File: src/rtl/itrx_apbm_arb_if.sv
// APB bus bundle between the two-requester arbiter (master) and one APB slave.
interface itrx_apbm_arb_if #(
  parameter int ADDR_BITS_N = 3,
  parameter int DATA_BITS_M = 8
);
  logic                   psel;
  logic                   penable;
  logic                   pwrite;
  logic [ADDR_BITS_N-1:0] paddr;
  logic [DATA_BITS_M-1:0] pwdata;
  logic [DATA_BITS_M-1:0] prdata;
  logic                   pready;
  logic                   pslverr;

  modport master (
    output psel, penable, pwrite, paddr, pwdata,
    input  prdata, pready, pslverr
  );

  modport slave (
    input  psel, penable, pwrite, paddr, pwdata,
    output prdata, pready, pslverr
  );
endinterface

File: src/rtl/itrx_apbm_arb.sv
// Round-robin arbiter letting the SPI bridge (0) and the sequencer (1) share one
// APB master port, with a per-transfer pready timeout.
module itrx_apbm_arb #(
  parameter int ADDR_BITS_N = 3,
  parameter int DATA_BITS_M = 8,
  parameter int TIMEOUT_CYC = 16
) (
  input  logic                     pclk,
  input  logic                     rst,
  input  logic [1:0]               req_start,
  input  logic [1:0]               req_write,
  input  logic [2*ADDR_BITS_N-1:0] req_addr,
  input  logic [2*DATA_BITS_M-1:0] req_wdata,
  output logic [1:0]               req_done,
  output logic [DATA_BITS_M-1:0]   req_rdata,
  output logic                     req_err,
  itrx_apbm_arb_if.master          apb,
  output logic [1:0]               dbg_state
);

  // Requester handshake: req_start is a one-cycle pulse accepted only while that
  // requester has no pending request; req_done is a one-cycle pulse with the result.

  typedef enum logic [1:0] {
    ST_IDLE   = 2'd0,
    ST_SETUP  = 2'd1,
    ST_ACCESS = 2'd2,
    ST_DONE   = 2'd3
  } state_t;

  localparam logic [7:0] WAIT_LAST = 8'(TIMEOUT_CYC - 1);

  state_t                 state_q, state_d;
  logic [1:0]             valid_q, valid_d;
  logic [1:0]             pend_write_q, pend_write_d;
  logic [ADDR_BITS_N-1:0] pend_addr_q [2];
  logic [ADDR_BITS_N-1:0] pend_addr_d [2];
  logic [DATA_BITS_M-1:0] pend_wdata_q [2];
  logic [DATA_BITS_M-1:0] pend_wdata_d [2];
  logic                   grant_q, grant_d;
  logic                   last_q, last_d;
  logic [7:0]             wait_q, wait_d;
  logic                   psel_q, psel_d;
  logic                   penable_q, penable_d;
  logic                   pwrite_q, pwrite_d;
  logic [ADDR_BITS_N-1:0] paddr_q, paddr_d;
  logic [DATA_BITS_M-1:0] pwdata_q, pwdata_d;
  logic [1:0]             done_q, done_d;
  logic [DATA_BITS_M-1:0] rdata_q, rdata_d;
  logic                   err_q, err_d;

  always_comb begin
    logic gnt;
    gnt          = 1'b0;
    state_d      = state_q;
    valid_d      = valid_q;
    pend_write_d = pend_write_q;
    pend_addr_d  = pend_addr_q;
    pend_wdata_d = pend_wdata_q;
    grant_d      = grant_q;
    last_d       = last_q;
    wait_d       = wait_q;
    psel_d       = psel_q;
    penable_d    = penable_q;
    pwrite_d     = pwrite_q;
    paddr_d      = paddr_q;
    pwdata_d     = pwdata_q;
    done_d       = 2'b00;
    rdata_d      = rdata_q;
    err_d        = err_q;

    for (int i = 0; i < 2; i++) begin
      if (req_start[i] && !valid_q[i]) begin
        valid_d[i]      = 1'b1;
        pend_write_d[i] = req_write[i];
        pend_addr_d[i]  = req_addr[i*ADDR_BITS_N +: ADDR_BITS_N];
        pend_wdata_d[i] = req_wdata[i*DATA_BITS_M +: DATA_BITS_M];
      end
    end

    unique case (state_q)
      ST_IDLE: begin
        // Arbitration looks only at registered valids, so a same-cycle start waits a cycle.
        if (|valid_q) begin
          gnt      = (&valid_q) ? ~last_q : valid_q[1];
          grant_d  = gnt;
          psel_d   = 1'b1;
          pwrite_d = pend_write_q[gnt];
          paddr_d  = pend_addr_q[gnt];
          pwdata_d = pend_wdata_q[gnt];
          state_d  = ST_SETUP;
        end
      end
      ST_SETUP: begin
        penable_d = 1'b1;
        wait_d    = 8'd0;
        state_d   = ST_ACCESS;
      end
      ST_ACCESS: begin
        wait_d = wait_q + 8'd1;
        if (apb.pready) begin
          rdata_d          = pwrite_q ? '0 : apb.prdata;
          err_d            = apb.pslverr;
          done_d[grant_q]  = 1'b1;
          psel_d           = 1'b0;
          penable_d        = 1'b0;
          state_d          = ST_DONE;
        end else if (wait_q == WAIT_LAST) begin
          rdata_d          = '0;
          err_d            = 1'b1;
          done_d[grant_q]  = 1'b1;
          psel_d           = 1'b0;
          penable_d        = 1'b0;
          state_d          = ST_DONE;
        end
      end
      ST_DONE: begin
        valid_d[grant_q] = 1'b0;
        last_d           = grant_q;
        state_d          = ST_IDLE;
      end
      default: state_d = ST_IDLE;
    endcase
  end

  always_ff @(posedge pclk) begin
    if (rst) begin
      state_q      <= ST_IDLE;
      valid_q      <= 2'b00;
      pend_write_q <= 2'b00;
      pend_addr_q  <= '{default: '0};
      pend_wdata_q <= '{default: '0};
      grant_q      <= 1'b0;
      last_q       <= 1'b1;
      wait_q       <= 8'd0;
      psel_q       <= 1'b0;
      penable_q    <= 1'b0;
      pwrite_q     <= 1'b0;
      paddr_q      <= '0;
      pwdata_q     <= '0;
      done_q       <= 2'b00;
      rdata_q      <= '0;
      err_q        <= 1'b0;
    end else begin
      state_q      <= state_d;
      valid_q      <= valid_d;
      pend_write_q <= pend_write_d;
      pend_addr_q  <= pend_addr_d;
      pend_wdata_q <= pend_wdata_d;
      grant_q      <= grant_d;
      last_q       <= last_d;
      wait_q       <= wait_d;
      psel_q       <= psel_d;
      penable_q    <= penable_d;
      pwrite_q     <= pwrite_d;
      paddr_q      <= paddr_d;
      pwdata_q     <= pwdata_d;
      done_q       <= done_d;
      rdata_q      <= rdata_d;
      err_q        <= err_d;
    end
  end

  assign apb.psel    = psel_q;
  assign apb.penable = penable_q;
  assign apb.pwrite  = pwrite_q;
  assign apb.paddr   = paddr_q;
  assign apb.pwdata  = pwdata_q;
  assign req_done    = done_q;
  assign req_rdata   = rdata_q;
  assign req_err     = err_q;
  assign dbg_state   = state_q;

endmodule

File: src/flat_wrapper.sv
// flat-port wrapper written by rule: the top's interface ports become plain ports
module itrx_apbm_arb_flat 
#(
  parameter int ADDR_BITS_N = 3,
  parameter int DATA_BITS_M = 8,
  parameter int TIMEOUT_CYC = 16
)
  (pclk, rst, req_start, req_write, req_addr, req_wdata, req_done, req_rdata, req_err, dbg_state, apb_psel, apb_penable, apb_pwrite, apb_paddr, apb_pwdata, apb_prdata, apb_pready, apb_pslverr);
  itrx_apbm_arb_if #(.ADDR_BITS_N(ADDR_BITS_N), .DATA_BITS_M(DATA_BITS_M)) apb_i ();
  input  logic pclk;
  input  logic rst;
  input  logic [1:0] req_start;
  input  logic [1:0] req_write;
  input  logic [2*ADDR_BITS_N-1:0] req_addr;
  input  logic [2*DATA_BITS_M-1:0] req_wdata;
  output logic [1:0] req_done;
  output logic [DATA_BITS_M-1:0] req_rdata;
  output logic req_err;
  output logic [1:0] dbg_state;
  output wire logic [$bits(apb_i.psel)-1:0] apb_psel;
  output wire logic [$bits(apb_i.penable)-1:0] apb_penable;
  output wire logic [$bits(apb_i.pwrite)-1:0] apb_pwrite;
  output wire logic [$bits(apb_i.paddr)-1:0] apb_paddr;
  output wire logic [$bits(apb_i.pwdata)-1:0] apb_pwdata;
  input wire logic [$bits(apb_i.prdata)-1:0] apb_prdata;
  input wire logic [$bits(apb_i.pready)-1:0] apb_pready;
  input wire logic [$bits(apb_i.pslverr)-1:0] apb_pslverr;
  assign apb_psel = apb_i.psel;
  assign apb_penable = apb_i.penable;
  assign apb_pwrite = apb_i.pwrite;
  assign apb_paddr = apb_i.paddr;
  assign apb_pwdata = apb_i.pwdata;
  assign apb_i.prdata = apb_prdata;
  assign apb_i.pready = apb_pready;
  assign apb_i.pslverr = apb_pslverr;
  itrx_apbm_arb #(.ADDR_BITS_N(ADDR_BITS_N), .DATA_BITS_M(DATA_BITS_M), .TIMEOUT_CYC(TIMEOUT_CYC)) u_core (.pclk(pclk), .rst(rst), .req_start(req_start), .req_write(req_write), .req_addr(req_addr), .req_wdata(req_wdata), .req_done(req_done), .req_rdata(req_rdata), .req_err(req_err), .apb(apb_i), .dbg_state(dbg_state));
endmodule
File: config.mk
export PLATFORM = sky130hd
export DESIGN_NAME = itrx_apbm_arb_flat
export DESIGN_NICKNAME = d
export VERILOG_FILES = /design/src/rtl/itrx_apbm_arb_if.sv /design/src/rtl/itrx_apbm_arb.sv /design/src/flat_wrapper.sv
export SDC_FILE = /design/constraint.sdc
export NUM_CORES = 1
export LEC_CHECK = 0
export BUFFER_PORTS_ARGS = -buffer_cell sky130_fd_sc_hd__buf_2
export CORE_MARGIN = 5
export CORE_UTILIZATION = 30
export CTS_CLUSTER_SIZE = 16
export DETAILED_ROUTE_END_ITERATION = 10
export PLACE_DENSITY_LB_ADDON = 0.05
export SLEW_MARGIN = 20
export SYNTH_ARGS = -nofsm -noshare
export SYNTH_HDL_FRONTEND = slang
export SYNTH_SLANG_ARGS = --single-unit
File: constraint.sdc
create_clock -name pclk -period 2.07 [get_ports pclk]
set_clock_uncertainty 0.15 [all_clocks]
set_input_delay 0.414 -clock pclk [delete_from_list [all_inputs] [get_ports pclk]]
set_output_delay 0.414 -clock pclk [all_outputs]
set_load 0.05 [all_outputs]
==> results of run 1 <==
## layout by cell type (no fill, tap or decap), types with 2 or more instances in the layout
cell type	instances
buf_2	64
dfxtp_1	63
nand2_1	55
a21oi_1	33
nor2_1	20
mux2i_1	12
a211oi_1	12
clkbuf_8	12
a22o_1	8
inv_1	7
buf_4	7
nand2b_1	5
o21a_1	5
ha_1	5
xor2_1	4
nor3_1	3
nand4_1	3
o21ai_0	3
nor2b_1	2
or3_1	2
clkinv_2	2
buf_12	2
## worst max-delay path: cells and delay by family (launching register included)
| family | cells | cell delay [ns] |
|---|---|---|
| buf+inv | 1 | 0.22 |
| simple gates | 3 | 0.40 |
| flops | 1 | 0.39 |
| fa+ha+maj | 1 | 0.25 |
| compound gates | 1 | 0.31 |
## worst paths after layout
kind              depth (start not counted)  slack [ns]               endpoint                  start
setup reg to reg                          6        0.29     u_core.req_done[1]       u_core.wait_q[0]
hold reg to reg                           2        0.30  u_core.pend_addr_q[2]  u_core.pend_addr_q[2]
hold / removal                            2        0.14    u_core.req_rdata[1]          apb_prdata[1]
setup / recovery                          6        0.29     u_core.req_done[1]       u_core.wait_q[0]
## registers in the layout (all words and copies together) (netlist names), 3 cells and up
name	flops
u_core.apb.paddr	3
u_core.apb.pwdata	8
u_core.pend_addr_q	6
u_core.pend_wdata_q	16
u_core.req_rdata	8
u_core.wait_q	8
## power breakdown
| group | switching, mW | internal, mW |
|---|---|---|
| clock | 0.464 | 0.522 |
| sequential | 0.108 | 1.38 |
| combinational | 0.907 | 0.417 |
| total | 1.48 | 2.32 |
## metrics by stage
stage / std cells / hold slack [ns] / util / power [mW]
after floorplan: 273 / 0.286 / - / 2.48
after global placement: 435 / 0.293 / 0.363 / 2.86
after detailed placement: 435 / 0.297 / 0.363 / 2.86
after CTS: 450 / 0.116 / 0.385 / 3.88
after global routing: 450 / 0.127 / 0.385 / 4.04
final: 450 / 0.139 / 0.385 / 3.80
## cell usage after synthesis (all sizes together)
cell,count,share of area
xor2,4,0.014
a31oi,1,0.0025
nand4b,1,0.0060
a21oi,34,0.073
o21a,5,0.015
o22ai,1,0.0025
nand2,55,0.083
o2111ai,1,0.0035
mux2i,12,0.048
nor2,20,0.030
a21boi,1,0.0045
dfxtp,63,0.51
a311oi,1,0.0035
a211oi,12,0.036
a22o,8,0.028
o31ai,1,0.0030
inv,7,0.011
o41ai,1,0.011
o21ai,3,0.0060
nor3b,1,0.0030
nor2b,3,0.0076
nand2b,5,0.013
a21o,1,0.0030
buf,3,0.0096
nor3,3,0.0060
ha,5,0.025
nand3,1,0.0020
or3,2,0.0050
and3,1,0.0025
nand3b,1,0.0030
nand4,3,0.0076
clkbuf,13,0.024
## area by class of cell
type                    count  share of cell area
clock inverters             3             0.00559
multi-input cells         187               0.357
clock buffers              12              0.0527
inverters                   7             0.00839
well taps                 105              0.0419
flip-flops and latches     63               0.403
repair buffers             73               0.132
## kinds of logic after synthesis
| logic type | count (synthesis) |
|---|---|
| simple gates | 96 |
| flops | 63 |
| buf+inv | 23 |
| xor+xnor | 4 |
| mux | 12 |
| compound gates | 70 |
| fa+ha+maj | 5 |
## layer usage
layer  vias up  wire length, um
met5         -                0
met4         0              100
met3         9              310
met2        49             2850
met1       942             3000
li1       1073                -
==> metrics.json, run 1 <==
{
  "synthesis": {
    "synth_xor_area_frac": 0.0141,
    "synth_nets": 316,
    "synth_cells": 273,
    "synth-simple-area-share": 0.169,
    "avgSynthCellArea_um2": 9.10,
    "part_of_the_yosys_area_used_for_sequential_elements": 0.508,
    "synth_warnings": 0,
    "synth.cell_area_mm2": 0.00248,
    "synth.ff_latch_count": 63,
    "synth_adder_area_share": 0.0252,
    "synth.lib_cells_used.distinct": 36,
    "synthMuxAreaShare": 0.0483,
    "synth_top_family_by_area": "compound AO/OA/AOI/OAI gates",
    "synth_compound_area_frac": 0.192
  },
  "sta": {
    "rsz_0062_raised_after_global_routing": "false",
    "slew_viol_final": 0,
    "fin_ws_ns": 0.286,
    "relSlewSlack": 0.640,
    "final_total_negative_setup_slack_ns": 0,
    "timing.final.crit_share": 0.862,
    "finalSetupViolCount": 0,
    "post-route-min-period_ns": 1.78,
    "finalHoldViolCount": 0,
    "timing_worst_slew_pin_value_ns": 0.541,
    "maxClockFrequency_mhz": 560
  },
  "floorplanning": {
    "floorplan.io_pins": 65,
    "core.rowCount": 33,
    "die_h_um": 101,
    "start_util": 0.305,
    "die-width_um": 101,
    "floorplan.core_area_mm2": 0.00813,
    "die_area_mm2": 0.0102
  },
  "power": {
    "power-per-cell-area_mw_per_mm2": 1210,
    "peakVddDrop_mv": 0.329,
    "leakage_nw": 1.34
  },
  "final_layout": {
    "postLayoutCellArea_mm2": 0.00313,
    "insertedDiodeCount": 0,
    "sequential_cell_area_mm2": 0.00126,
    "fillerInstances": 886,
    "nNetsFinal": 384,
    "syn2layout_area_growth_pct": 26.0,
    "multi_input_area_mm2": 0.00112,
    "share_of_final_layout_standard_cells_stronger_than_drive_strength_1": 0.270
  },
  "cts": {
    "ctsHoldBuffers": 0,
    "cts-root-buf": "clkbuf_8",
    "postCtsResizedCells": 0,
    "post_cts.repair.setup_buffers": 0,
    "worstSkewPairLatency_ns": 0.33,
    "cts_max_path_buffers": 2,
    "clkTransAtPathRegs_ns": 0.07,
    "cts_tree": "built",
    "tritoncts.num_buffers": 9,
    "cts_sinks": 63,
    "ctsHtreeMaxLevel": 3
  },
  "drt": {
    "vias_per_cell": 4.61,
    "wirelength_mm": 6.26,
    "drt_pre_antenna_iters": 4,
    "wire_per_inst_um": 13.9,
    "post-route-drc-count": 0,
    "vias": 2073,
    "drt_iter0_markers": 42,
    "count_of_nets_left_with_antenna_violations_after_detail_routing": 0
  },
  "setup_path": {
    "cp_cell_sequence": "ha_1 > nand4b_2 > o41ai_4 > buf_4 > nand2_1 > nor3b_1",
    "worstPathMaxFanout": 7,
    "crit_arrival_ns": 1.89,
    "critPathMaxStageDelay_ns": 0.39,
    "timing.critical_path.from_type": "flop",
    "cp_data_required_time_ns": 2.18,
    "slowest_cell_on_the_critical_path": "dfxtp_1",
    "critPathCaptureType": "flop",
    "worst-setup-path-type": "flop to flop"
  },
  "placed_design": {
    "placedInstanceArea_mm2": 0.00295,
    "dp_hpwl_mm": 4.37,
    "post-place-ws_ns": 0.304,
    "routabilityCongestion": 0.752,
    "portBuffers": 64
  },
  "grt": {
    "global_route.usage.met3": 0.0284,
    "initial_antenna_violation_count": 0,
    "global_route.overflow_total": 0,
    "use_met1": 0.164,
    "grt-busiest-layer": "met2",
    "grt_pass1_vias": 1974,
    "grt_start_max_net_pins": 38,
    "grt_util_met2": 0.193,
    "grt_pass1_wl_mm": 9.77,
    "gr-usage-all-layers": 0.125
  },
  "outcome": {
    "run_status": "completed"
  },
  "run": {
    "max_cap_violations": 0
  },
  "min_path": {
    "hold_removal_path_class": "input pin to flop"
  }
}
Note: power is estimated with default switching activity, not from simulation.
==> inputs of run 2 (changes only) <==
- GPL_TIMING_DRIVEN: unset -> 0
- PLACE_DENSITY_LB_ADDON: 0.05 -> 0.15
==> run 2 against run 1 <==
Against the previous run:
- wire length shrank 1.6%
- global-route usage grew 0.36 points
- cell count grew 1.8%
- sequential share of layout area decreased by 0.29 points
- non-clock buffer count up 7
- critical path depth is the same
- sequential cell count unchanged
- critical path type unchanged
- largest power group unchanged
- highest routed layer unchanged
==> metrics.json, run 2 (synthesis gave the netlist of run 1 again) <==
{
  "cts": {
    "ctsHtreeMaxLevel": 3,
    "worstSkewPairLatency_ns": 0.34,
    "cts-root-buf": "clkbuf_8",
    "ctsHoldBuffers": 0,
    "cts_max_path_buffers": 2,
    "tritoncts.num_buffers": 9,
    "cts_sinks": 63,
    "clkTransAtPathRegs_ns": 0.07,
    "cts_tree": "built"
  },
  "grt": {
    "grt_start_max_net_pins": 11,
    "global_route.overflow_total": 0,
    "gr-usage-all-layers": 0.128,
    "grt_pass1_wl_mm": 10.2,
    "grt_pass1_vias": 2109,
    "initial_antenna_violation_count": 0
  },
  "floorplanning": {
    "floorplan.core_area_mm2": 0.00813,
    "floorplan.io_pins": 65,
    "die_h_um": 101,
    "start_util": 0.305,
    "die-width_um": 101,
    "die_area_mm2": 0.0102,
    "core.rowCount": 33
  },
  "power": {
    "power-per-cell-area_mw_per_mm2": 1230,
    "power.share.combinational": 0.330,
    "peakVddDrop_mv": 0.337,
    "leakage_nw": 1.34,
    "power.sequential.fraction": 0.383,
    "cell_internal_pwr_mw": 2.42,
    "switching_power_mw": 1.48,
    "netSwitchingFraction": 0.380,
    "portion_of_total_power_attributed_to_the_clock_network": 0.287
  },
  "sta": {
    "rsz_0062_raised_after_global_routing": "false",
    "post-route-min-period_ns": 1.88,
    "timing_worst_slew_pin_value_ns": 0.560,
    "timing.final.crit_share": 0.907,
    "finalHoldViolCount": 0,
    "relSlewSlack": 0.627,
    "fin_ws_ns": 0.193,
    "finalSetupViolCount": 0,
    "slew_viol_final": 0,
    "final_total_negative_setup_slack_ns": 0,
    "maxClockFrequency_mhz": 533
  },
  "outcome": {
    "run_status": "completed"
  },
  "drt": {
    "count_of_nets_left_with_antenna_violations_after_detail_routing": 0,
    "vias_per_cell": 4.55,
    "wirelength_mm": 6.16,
    "drt_pre_antenna_iters": 4,
    "wire_per_inst_um": 13.4,
    "vias": 2082,
    "post-route-drc-count": 0,
    "drt_iter0_markers": 37
  },
  "setup_path": {
    "slowest_cell_on_the_critical_path": "o41ai_4",
    "critPathCaptureType": "flop",
    "crit_arrival_ns": 1.94,
    "worstPathBufferInverterCount": 1,
    "timing.critical_path.from_type": "flop",
    "critPathMaxStageDelay_ns": 0.41,
    "cp_cell_sequence": "ha_1 > nand4b_2 > o41ai_4 > buf_4 > o21a_1 > o31ai_1",
    "critical-path-top-delay-family": "compound AO/OA/AOI/OAI gates",
    "cp_data_required_time_ns": 2.13,
    "worstPathMaxFanout": 7,
    "worst-setup-path-type": "flop to flop"
  },
  "final_layout": {
    "largest_reg_flops": 16,
    "mostFrequentLayoutCells": "64 x buf_2, 63 x dfxtp_1, 55 x nand2_1, 33 x a21oi_1, 20 x nor2_1",
    "insertedDiodeCount": 0,
    "final_cell_count_no_fill": 458,
    "postLayoutCellArea_mm2": 0.00315,
    "end_of_flow_core_utilization": 0.388,
    "nNetsFinal": 391,
    "final_common_cell": "buf_2",
    "share_of_final_layout_standard_cells_stronger_than_drive_strength_1": 0.252,
    "syn2layout_area_growth_pct": 26.9,
    "regMostFlops": "u_core.pend_wdata_q"
  },
  "placed_design": {
    "placedInstanceArea_mm2": 0.00293,
    "portBuffers": 63,
    "routabilityCongestion": 0.786,
    "dp_hpwl_mm": 4.54,
    "post-place-ws_ns": 0.0761,
    "place_inst": 441
  },
  "min_path": {
    "hold_removal_path_class": "input pin to flop"
  },
  "run": {
    "max_cap_violations": 0
  }
}
[run 2: cell count changes in the layout (fill, tap and decap cells not counted), sizes merged]
| cell | change |
|---|---|
| buf | -6 |
| clkinvlp | -1 |
| clkbuf | +14 |
| bufinv | +1 |
[run 2: worst paths after layout]
path | start | to | slack (ns) | depth (start not counted)
setup / recovery | u_core.wait_q[0] | u_core.dbg_state[1] | 0.19 | 6
hold / removal | apb_prdata[4] | u_core.req_rdata[4] | 0.14 | 2
setup reg to reg | u_core.wait_q[0] | u_core.dbg_state[1] | 0.19 | 6
hold reg to reg | u_core.pend_wdata_q[6] | u_core.pend_wdata_q[6] | 0.30 | 2
[run 2: layer usage]
layer  track usage  wire length [um]  vias up
li1              -                 -     1088
met4        0.0583               106        0
met5             0                 0        -
met1         0.158              2920      942
met2         0.205              2770       44
met3        0.0394               365        8
[run 2: worst reg2reg max path: stages, from the launching register on]
cell and delay [ns]:
dfxtp_1 0.37, ha_1 0.25, nand4b_2 0.15, o41ai_4 0.41, buf_4 0.23, o21a_1 0.14
o31ai_1 0.06
[run 2: area by class of cell]
type	count	area [um^2]
clock buffer	13	169
multi-input combinational	187	1120
fill	887	4980
inverter	7	26.3
clock inverter	3	40.0
sequential	63	1260
buffer	16	83.8
tap	105	131
timing repair buffer	64	323
[run 2: what timing repair did]
item,4_1_cts,5_1_grt
buffers inserted,0,1
gates resized for setup,0,3
endpoints found under the setup margin,0,11
[run 2: power by group through the flow]
stage / Sequential (mW) / Clock [mW] / Combinational [mW]
detailed placement: 1.52 / 0 / 1.30
floorplan: 1.92 / 0 / 0.559
CTS: 1.50 / 1.14 / 1.30
global route: 1.52 / 1.20 / 1.41
global placement: 1.52 / 0 / 1.29
finish: 1.49 / 1.12 / 1.28
[run 2: per-stage QoR]
stage / hold WS (ns) / power (mW)
after detailed placement: 0.298 / 2.82
after global placement: 0.292 / 2.81
after CTS: 0.116 / 3.94
after floorplan: 0.286 / 2.48
after global routing: 0.123 / 4.13
final: 0.137 / 3.89
